[config.mk]
export PLATFORM = sky130hd
export DESIGN_NAME = vram_port_arbiter_flat
export DESIGN_NICKNAME = d
export VERILOG_FILES = /design/src/rtl/vram_port_arbiter_if.sv /design/src/rtl/vram_port_arbiter.sv /design/src/flat_wrapper.sv
export SDC_FILE = /design/constraint.sdc
export NUM_CORES = 1
export LEC_CHECK = 0
export CAP_MARGIN = 15
export CORE_MARGIN = 3
export CORE_UTILIZATION = 44
export DETAILED_ROUTE_END_ITERATION = 7
export GPL_ROUTABILITY_DRIVEN = 1
export PLACE_DENSITY = 0.81
export SKIP_CTS_REPAIR_TIMING = 1
export SLEW_MARGIN = 40
export SYNTH_ARGS = -nofsm -noshare
export SYNTH_HDL_FRONTEND = slang
export SYNTH_SLANG_ARGS = --single-unit
[constraint.sdc]
create_clock -name clk -period 2.9 [get_ports clk]
set_input_delay 0.58 -clock clk [delete_from_list [all_inputs] [get_ports clk]]
set_output_delay 0.58 -clock clk [all_outputs]
set_load 0.05 [all_outputs]
[src/rtl/vram_port_arbiter_if.sv]
// Handshake and VRAM-side signals of the VRAM port arbiter.
// master = users plus RAM (drive requests and read data), slave = arbiter.
`timescale 1ns/1ps
interface vram_port_arbiter_if #(
    parameter int AW = 17
);
    logic          rd_req;
    logic [AW-1:0] rd_addr;
    logic          rd_gnt;
    logic          rd_valid;
    logic [15:0]   rd_data;
    logic          wr_valid;
    logic [AW-1:0] wr_addr;
    logic [15:0]   wr_data;
    logic          wr_ready;
    logic          clear_req;
    logic [15:0]   clear_color;
    logic          clear_busy;
    logic [AW-1:0] mem_addr;
    logic          mem_wr_ena;
    logic [15:0]   mem_wr_data;
    logic [15:0]   mem_rd_data;

    modport master (
        output rd_req, rd_addr, wr_valid, wr_addr, wr_data, clear_req, clear_color, mem_rd_data,
        input  rd_gnt, rd_valid, rd_data, wr_ready, clear_busy, mem_addr, mem_wr_ena, mem_wr_data
    );
    modport slave (
        input  rd_req, rd_addr, wr_valid, wr_addr, wr_data, clear_req, clear_color, mem_rd_data,
        output rd_gnt, rd_valid, rd_data, wr_ready, clear_busy, mem_addr, mem_wr_ena, mem_wr_data
    );
endinterface

[src/rtl/vram_port_arbiter.sv]
// Single-port VRAM arbiter: display reads first, sketch writes get a forced slot
// after MAX_RD_STREAK reads, and a clear engine fills VRAM in read-idle cycles.
`timescale 1ns/1ps
module vram_port_arbiter #(
    parameter int VRAM_L        = 76800,
    parameter int AW            = $clog2(VRAM_L),
    parameter int MAX_RD_STREAK = 8
) (
    input logic                clk,
    input logic                rst,
    vram_port_arbiter_if.slave bus
);
    localparam int            SW         = $clog2(MAX_RD_STREAK + 1);
    localparam logic [SW-1:0] STREAK_MAX = SW'(MAX_RD_STREAK);
    localparam logic [AW-1:0] LAST_ADDR  = AW'(VRAM_L - 1);
    // One extra bit so VRAM_L == 2**AW still compares correctly
    localparam logic [AW:0]   VL         = (AW+1)'(VRAM_L);

    typedef enum logic {S_IDLE, S_CLEAR} state_t;

    state_t        state, state_nxt;
    logic [SW-1:0] streak, streak_nxt;
    logic [AW-1:0] clear_ptr, clear_ptr_nxt;
    logic [15:0]   clear_color_q, clear_color_nxt;
    logic [AW-1:0] addr_q, mem_addr;
    logic [15:0]   wdata_q, mem_wr_data;
    logic          mem_wr_ena;
    logic          rd_valid_q, rd_oob_q;
    logic          forced, rd_gnt, wr_gnt, clr_gnt, rd_in, wr_in;

    assign rd_in = {1'b0, bus.rd_addr} < VL;
    assign wr_in = {1'b0, bus.wr_addr} < VL;

    always_comb begin
        forced = bus.wr_valid && (streak == STREAK_MAX) && (state == S_IDLE);
        rd_gnt = bus.rd_req && !forced && !rst;
        wr_gnt = (forced || (bus.wr_valid && !bus.rd_req && state == S_IDLE)) && !rst;
        clr_gnt = (state == S_CLEAR) && !bus.rd_req && !rst;

        // Address/data hold their last value when no access is made
        mem_addr    = addr_q;
        mem_wr_data = wdata_q;
        mem_wr_ena  = 1'b0;
        if (rd_gnt) begin
            if (rd_in) mem_addr = bus.rd_addr;
        end else if (wr_gnt) begin
            if (wr_in) begin
                mem_addr    = bus.wr_addr;
                mem_wr_data = bus.wr_data;
                mem_wr_ena  = 1'b1;
            end
        end else if (clr_gnt) begin
            mem_addr    = clear_ptr;
            mem_wr_data = clear_color_q;
            mem_wr_ena  = 1'b1;
        end
    end

    always_comb begin
        state_nxt       = state;
        clear_ptr_nxt   = clear_ptr;
        clear_color_nxt = clear_color_q;
        streak_nxt      = streak;
        case (state)
            S_IDLE: if (bus.clear_req) begin
                state_nxt       = S_CLEAR;
                clear_ptr_nxt   = '0;
                clear_color_nxt = bus.clear_color;
            end
            S_CLEAR: if (clr_gnt) begin
                clear_ptr_nxt = clear_ptr + 1'b1;
                if (clear_ptr == LAST_ADDR) state_nxt = S_IDLE;
            end
            default: state_nxt = S_IDLE;
        endcase
        if (!bus.wr_valid || wr_gnt) streak_nxt = '0;
        else if (rd_gnt && streak != STREAK_MAX) streak_nxt = streak + 1'b1;
    end

    always_ff @(posedge clk or posedge rst) begin
        if (rst) begin
            state         <= S_IDLE;
            streak        <= '0;
            clear_ptr     <= '0;
            clear_color_q <= '0;
            addr_q        <= '0;
            wdata_q       <= '0;
            rd_valid_q    <= 1'b0;
            rd_oob_q      <= 1'b0;
        end else begin
            state         <= state_nxt;
            streak        <= streak_nxt;
            clear_ptr     <= clear_ptr_nxt;
            clear_color_q <= clear_color_nxt;
            addr_q        <= mem_addr;
            wdata_q       <= mem_wr_data;
            rd_valid_q    <= rd_gnt;
            rd_oob_q      <= !rd_in;
        end
    end

    assign bus.rd_gnt      = rd_gnt;
    assign bus.wr_ready    = wr_gnt;
    assign bus.rd_valid    = rd_valid_q;
    assign bus.rd_data     = rd_oob_q ? 16'h0000 : bus.mem_rd_data;
    assign bus.clear_busy  = (state == S_CLEAR);
    assign bus.mem_addr    = mem_addr;
    assign bus.mem_wr_ena  = mem_wr_ena;
    assign bus.mem_wr_data = mem_wr_data;
endmodule

[src/flat_wrapper.sv]
// flat-port wrapper written by rule: the top's interface ports become plain ports
module vram_port_arbiter_flat 
#(
    parameter int VRAM_L        = 76800,
    parameter int AW            = $clog2(VRAM_L),
    parameter int MAX_RD_STREAK = 8
)
  (clk, rst, bus_rd_req, bus_rd_addr, bus_wr_valid, bus_wr_addr, bus_wr_data, bus_clear_req, bus_clear_color, bus_mem_rd_data, bus_rd_gnt, bus_rd_valid, bus_rd_data, bus_wr_ready, bus_clear_busy, bus_mem_addr, bus_mem_wr_ena, bus_mem_wr_data);
  vram_port_arbiter_if #(.AW(AW)) bus_i ();
  input logic clk;
  input logic rst;
  input wire logic [$bits(bus_i.rd_req)-1:0] bus_rd_req;
  input wire logic [$bits(bus_i.rd_addr)-1:0] bus_rd_addr;
  input wire logic [$bits(bus_i.wr_valid)-1:0] bus_wr_valid;
  input wire logic [$bits(bus_i.wr_addr)-1:0] bus_wr_addr;
  input wire logic [$bits(bus_i.wr_data)-1:0] bus_wr_data;
  input wire logic [$bits(bus_i.clear_req)-1:0] bus_clear_req;
  input wire logic [$bits(bus_i.clear_color)-1:0] bus_clear_color;
  input wire logic [$bits(bus_i.mem_rd_data)-1:0] bus_mem_rd_data;
  output wire logic [$bits(bus_i.rd_gnt)-1:0] bus_rd_gnt;
  output wire logic [$bits(bus_i.rd_valid)-1:0] bus_rd_valid;
  output wire logic [$bits(bus_i.rd_data)-1:0] bus_rd_data;
  output wire logic [$bits(bus_i.wr_ready)-1:0] bus_wr_ready;
  output wire logic [$bits(bus_i.clear_busy)-1:0] bus_clear_busy;
  output wire logic [$bits(bus_i.mem_addr)-1:0] bus_mem_addr;
  output wire logic [$bits(bus_i.mem_wr_ena)-1:0] bus_mem_wr_ena;
  output wire logic [$bits(bus_i.mem_wr_data)-1:0] bus_mem_wr_data;
  assign bus_i.rd_req = bus_rd_req;
  assign bus_i.rd_addr = bus_rd_addr;
  assign bus_i.wr_valid = bus_wr_valid;
  assign bus_i.wr_addr = bus_wr_addr;
  assign bus_i.wr_data = bus_wr_data;
  assign bus_i.clear_req = bus_clear_req;
  assign bus_i.clear_color = bus_clear_color;
  assign bus_i.mem_rd_data = bus_mem_rd_data;
  assign bus_rd_gnt = bus_i.rd_gnt;
  assign bus_rd_valid = bus_i.rd_valid;
  assign bus_rd_data = bus_i.rd_data;
  assign bus_wr_ready = bus_i.wr_ready;
  assign bus_clear_busy = bus_i.clear_busy;
  assign bus_mem_addr = bus_i.mem_addr;
  assign bus_mem_wr_ena = bus_i.mem_wr_ena;
  assign bus_mem_wr_data = bus_i.mem_wr_data;
  vram_port_arbiter #(.VRAM_L(VRAM_L), .AW(AW), .MAX_RD_STREAK(MAX_RD_STREAK)) u_core (.clk(clk), .rst(rst), .bus(bus_i));
endmodule
==> results.toml, run 1 <==
[status]
status = "finished with violations"
violations = "negative setup slack"

[grt]
grtUsageMet3_pct = 5.16
grt_use_met1_pct = 28.2
busiest_layer = "met2"
antenna_found_initial = 2
grt_use_met2_pct = 43.9
gr-total-overflow = 0
grt_max_degree = 50
grt_pass1_vias = 3529
grt_pass1_wl_mm = 17.2
grt_usage_pct = 24.7

[sta]
clock_skew_ns = 0.00556
finalCritPeriodShare_pct = 105
maxSlewViolCount = 0
whs_ns = 0.503
min_period_ns = 3.04
rsz0062_at_grt = "true"
hold_viol = 0
slew_headroom_pct = 61.6
worst_slack_ns = -0.137
tightest_slew_ns = 0.575
timing.fmax_mhz = 329
finalSetupViolations = 33

[yosys]
seq_area_frac_synth_pct = 51.6
syn_area_sq_um = 3540
synth_area_leader_cell = "dfrtp_1"
synth_cells = 346
yosysWarningCount = 0
synth_cell_types = 47
ys_async_sr_fraction_pct = 100
ys_ff_latch = 73
synth_top_cells_by_area = "dfrtp_1, nand2_1, mux2_2"
synthesis.nets = 436
avgSynthCellArea_sq_um = 10.2
synth_edf_count = 0
ys.flop_type = "dfrtp_1"
synth_top_area_share_pct = 51.6

[clock_tree]
cts_buffers = 9
cts_tree = "built"
cts_max_level = 3
clkLatencyLatePin_ns = 0.33
cts_buffer_depth = 2
root_buffer = "clkbuf_8"
cts.sinks = 73
path_clk_slew_ns = 0.07

[power_and_ir_drop]
pwr-share-comb_pct = 39.9
peakVddDrop_uv = 334
pwr-share-clk_pct = 23.5
p_int_mw = 2.27
power.density_nw_per_um2 = 533
power_mw = 3.44
switching_share_pct = 34.2
p_leak_nw = 2.94
pwr-share-seq_pct = 36.6
power_switching_mw = 1.18

[worst_setup_path]
crit_path_start_kind = "flop"
rrSetupSlack_ns = 0.67
critPathBufInv = 3
cp-end-kind = "output pin"
crit_family = "compound AO/OA/AOI/OAI gates"
crit_path_max_incr_delay_ns = 0.42
crit_required_ns = 2.32
crit_arrival_ns = 2.46
path_max_fanout = 6
cpMaxStageDelayCell = "dfrtp_1"
worstPathCellList = "inv_2, ha_4, nand3b_4, a211o_4, o21a_1, mux2i_4, buf_6, o221ai_4, buf_12"
critPathKind = "reg2out"

[routing]
wire_per_inst_microns = 18.7
viasPerCell = 5.43
drc = 0
dr.pass1.iters = 6
vias = 3579
dr.first_iter.drc_count = 253
drt-total-wl_mm = 12.4
ant_nets = 0

[final_layout]
fill_cells = 408
multiInputGateArea_sq_um = 1800
drive_above_1_share_pct = 38.4
fin_area_sq_um = 6450
areaGrowthSynthToFinish_pct = 82.2
final-seq-area_sq_um = 1830
nets = 641

[floorplanning]
ios = 141
die-area_sq_um = 9170
row_count = 32
core_sq_um = 7770
initial_core_util_pct = 45.6
fp.dieH_microns = 95.7
die_x_microns = 95.7

[placement]
routabilityCongestion = 0.878
port_buffers = 140
dp_hpwl_mm = 8.26
pre_cts_slack_ns = -0.222
place_area_sq_um = 5690

[hold_path]
holdCritPathClass = "reg2reg"

[run]
cap_violations = 0
[metrics by stage]
step	utilization, %	cells	TNS, ns
after floorplan	-	346	-0.486
after global placement	73.3	616	-3.90
after detailed placement	73.3	616	-4.96
after CTS	75.9	631	-6.23
after global routing	83.1	659	-5.16
final	83.1	659	-2.32
[flip-flops by register name, summed over array words and instances, names as in the netlist]
signal,cells
u_core.clear_color_q,16
u_core.bus.rd_valid,1
u_core.wdata_q,16
u_core.rd_oob_q,1
u_core.streak,4
u_core.addr_q,17
u_core.bus.clear_busy,1
u_core.clear_ptr,17
[cells by family after synthesis]
family          Yosys count  share of synthesized area, %
buf+inv                  43                          5.19
flops                    73                          51.6
compound gates           83                          17.6
xor+xnor                 11                          2.72
simple gates            116                          16.2
fa+ha+maj                 3                          1.06
mux                      17                          5.72
[worst register-to-register path: cells and delay by family, from the launching register on]
family | cells | cell delay, ns
buf+inv | 5 | 0.70
compound gates | 2 | 0.60
flops | 1 | 0.42
simple gates | 3 | 0.27
fa+ha+maj | 1 | 0.14
[final timing paths]
check                                             startpoint                                   to  depth (start not counted)
worst min-delay path             u_core.wdata_q[0]$_DFF_PP0_          u_core.wdata_q[0]$_DFF_PP0_                          2
worst max-delay path            u_core.streak[0]$_DFFE_PP0P_                      bus_mem_addr[3]                          9
min in group asynchronous                                rst        u_core.bus.rd_valid$_DFF_PP0_                          3
max in group asynchronous                                rst  u_core.clear_color_q[7]$_DFFE_PP0P_                          4
worst min register to register   u_core.wdata_q[0]$_DFF_PP0_          u_core.wdata_q[0]$_DFF_PP0_                          2
worst max register to register  u_core.streak[0]$_DFFE_PP0P_          u_core.wdata_q[1]$_DFF_PP0_                         11
[metal layers]
| layer | vias to the layer above | part of all wire [%] |
|---|---|---|
| li1 | 1636 | - |
| met5 | - | 0 |
| met1 | 1742 | 35 |
| met3 | 34 | 8.4 |
| met4 | 0 | 3.9 |
| met2 | 167 | 52 |
[cell usage in the layout (no fill, tap or decap), types with 4 or more instances in the layout]
cell type,synthesis,routed
a222oi_1,12,12
o21ai_4,0,7
clkdlybuf4s50_1,0,79
mux2_2,16,16
nand3_1,8,8
xor2_1,5,5
clkbuf_16,0,4
o21ai_0,13,9
nor2_1,16,16
a22oi_2,0,14
o21ai_2,9,5
buf_4,0,70
or3_1,9,9
nand2_2,0,14
inv_1,28,24
dlymetal6s2s_1,0,12
inv_2,0,4
nor2b_1,17,16
dfrtp_1,73,73
nand2_1,49,35
buf_12,0,37
a21oi_1,14,11
buf_6,1,6
xnor2_1,6,6
clkbuf_8,0,11
a22oi_1,18,4
[cells in the mapped netlist, drive strengths merged, types with 2 or more instances]
cell type / instances
ha: 3
nand2b: 2
clkbuf: 8
o21ai: 24
dfrtp: 73
a221oi: 2
nand3: 8
inv: 28
o22ai: 2
xnor2: 6
and2: 2
nor2b: 17
nor3: 2
a21oi: 14
mux2: 16
nand4: 3
a222oi: 12
buf: 7
a22oi: 18
a211o: 2
nand2: 49
xor2: 5
nor2: 17
o221ai: 2
or3: 9
[area by class of cell]
class                   instances  share of cell area, %
inverters                      28                   1.63
clock inverters                 4                  0.814
multi-input cells             230                   27.8
diodes                          2                 0.0775
clock buffers                  11                   2.35
repair buffers                209                   37.0
flip-flops and latches         73                   28.3
well taps                     102                   1.98
[power groups by stage]
stage	logic [mW]	registers, mW	clock network (mW)
6_report	1.37	1.26	0.809
5_1_grt	1.44	1.27	0.873
4_1_cts	1.25	1.25	0.819
3_5_place_dp	1.24	1.27	0
3_3_place_gp	1.22	1.26	0
2_1_floorplan	0.602	1.24	0
Note: power is estimated with default switching activity, not from simulation.
==> run 2: changes to the inputs <==
--- a/config.mk
+++ b/config.mk
@@ -9,8 +9,9 @@
 export CORE_MARGIN = 3
 export CORE_UTILIZATION = 44
 export DETAILED_ROUTE_END_ITERATION = 7
-export GPL_ROUTABILITY_DRIVEN = 1
+export GPL_ROUTABILITY_DRIVEN = 0
 export PLACE_DENSITY = 0.81
+export REMOVE_ABC_BUFFERS = 1
 export SKIP_CTS_REPAIR_TIMING = 1
 export SLEW_MARGIN = 40
 export SYNTH_ARGS = -nofsm -noshare
==> run 2 against run 1 <==
The flow still finishes with violations (negative setup slack). Routed wire length shrank 8.3%. Flip-flop and latch count stayed put. Die area unchanged. Combinational power is 7% lower. Via count fell by 1.6%. Power shrank 3.7%. Cell count down 2.1%. Largest power group unchanged. Largest cell class unchanged. Utilization decreased by 2.6 points.
==> results.toml, run 2 (synthesis gave the netlist of run 1 again) <==
[sta]
finalSetupViolations = 15
worst_slack_ns = -0.0630
hold_viol = 0
rsz0062_at_grt = "true"
slew_headroom_pct = 65.0
tightest_slew_ns = 0.524
timing.setup.tns_ns = -0.480
finalCritPeriodShare_pct = 102
timing.fmax_mhz = 337
clock_skew_ns = 0.00833
min_period_ns = 2.96
maxSlewViolCount = 0

[placement]
place_inst = 618
dp_hpwl_mm = 8.13
port_buffers = 140
pre_cts_slack_ns = -0.280

[floorplanning]
ios = 141
die-area_sq_um = 9170
initial_core_util_pct = 45.6
fp.dieH_microns = 95.7
row_count = 32
core_sq_um = 7770
die_x_microns = 95.7

[worst_setup_path]
r2r-end = "u_core.clear_ptr[9]$_DFFE_PP0P_"
crit_path_max_incr_delay_ns = 0.41
critPathCapture = "bus_mem_addr[10]"
rrSetupSlack_ns = 0.69
crit_arrival_ns = 2.38
crit_required_ns = 2.32
setup.worst_path.start = "u_core.streak[0]$_DFFE_PP0P_"
worstPathCellList = "inv_2, ha_4, nand3b_4, a211o_4, o21a_4, mux2i_4, buf_12, buf_8, o21ai_4, buf_12"
crit_path_start_kind = "flop"
cpMaxStageDelayCell = "dfrtp_1"
critPathBufInv = 4
cpMostUsedCell = "buf_12"
crit_family = "compound AO/OA/AOI/OAI gates"
cp-end-kind = "output pin"
rr_worst_depth = 8
critPathKind = "reg2out"
timing.rr.start = "u_core.bus.clear_busy$_DFF_PP0_"
critical_path_cell_count = 10
path_max_fanout = 8

[clock_tree]
cts_buffer_depth = 2
cts_tree = "built"
cts.sinks = 73
path_clk_slew_ns = 0.08
clkLatencyLatePin_ns = 0.35
cts_max_level = 3
root_buffer = "clkbuf_8"
cts_buffers = 9

[routing]
drt-total-wl_mm = 11.3
dr.pass1.iters = 6
drc = 0
dr.first_iter.drc_count = 250
wire_per_inst_microns = 17.6
vias = 3523
viasPerCell = 5.46
ant_nets = 0

[final_layout]
layout_common_cells = "clkdlybuf4s50_1, dfrtp_1, buf_4, nand2_1, buf_12"
final-seq-area_sq_um = 1830
antennaDiodeCount = 0
reg_top3 = "u_core.addr_q: 17 flops, u_core.clear_ptr: 17 flops"
nets = 629
final_util_pct = 80.5
areaGrowthSynthToFinish_pct = 76.4
stdcell_count = 645
drive_above_1_share_pct = 33.0
multiInputGateArea_sq_um = 1690
fill_cells = 415
final_common_cell = "clkdlybuf4s50_1"

[grt]
grt_usage_pct = 23.7
grt_max_degree = 30
grt_pass1_wl_mm = 16.6
antenna_found_initial = 0
grt_pass1_vias = 3398
gr-total-overflow = 0

[power_and_ir_drop]
peakVddDrop_uv = 411
p_leak_nw = 2.85
power.density_nw_per_um2 = 530
power_mw = 3.32

[run]
cap_violations = 0

[hold_path]
holdCritPathClass = "in2async"

[status]
violations = "negative setup slack"
status = "finished with violations"
run 2: where the power goes:
group          switching [mW]  internal (mW)
Combinational           0.665          0.602
Sequential             0.0961           1.15
Clock                   0.384          0.415
run 2: worst min path at each step:
stage                                         start  depth (start not counted)  slack, ns                                   end
2_1_floorplan   u_core.clear_color_q[0]$_DFFE_PP0P_                          1       0.48   u_core.clear_color_q[0]$_DFFE_PP0P_
3_3_place_gp    u_core.clear_color_q[6]$_DFFE_PP0P_                          1       0.49   u_core.clear_color_q[6]$_DFFE_PP0P_
3_5_place_dp    u_core.clear_color_q[1]$_DFFE_PP0P_                          1       0.50   u_core.clear_color_q[1]$_DFFE_PP0P_
4_1_cts        u_core.clear_color_q[15]$_DFFE_PP0P_                          1       0.52  u_core.clear_color_q[15]$_DFFE_PP0P_
5_1_grt                                         rst                          3       0.45       u_core.clear_ptr[0]$_DFFE_PP0P_
6_report                                        rst                          3       0.42  u_core.clear_color_q[14]$_DFFE_PP0P_
run 2: routing by layer:
metal / wire length [microns] / vias to the layer above / global-route usage [%]
li1: - / 1609 / -
met1: 4210 / 1702 / 28.5
met2: 5610 / 189 / 38.8
met3: 1280 / 23 / 10.2
met4: 229 / 0 / 6.52
met5: 0 / - / 0
run 2: through the flow:
stage	hold WS, ns	instance area (sq um)
after floorplan	0.481	3460
after global placement	0.490	5720
after detailed placement	0.499	5720
after CTS	0.520	5920
after global routing	0.451	6250
final	0.425	6250
run 2: cell type report:
class                      count  area share, %
tap                          102           2.04
timing repair buffer         197           36.8
inverter                      28           1.76
clock inverter                 5          0.901
multi-input combinational    230           27.1
sequential                    73           29.2
clock buffer                  10           2.20
run 2: worst reg2reg max path, delay by kind of cell, from the launching register on:
| family | cells | cell delay [ns] |
|---|---|---|
| AO/OA/AOI/OAI | 1 | 0.15 |
| buffers and inverters | 3 | 0.55 |
| flip-flops | 1 | 0.36 |
| AND/OR/NAND/NOR | 4 | 1.08 |
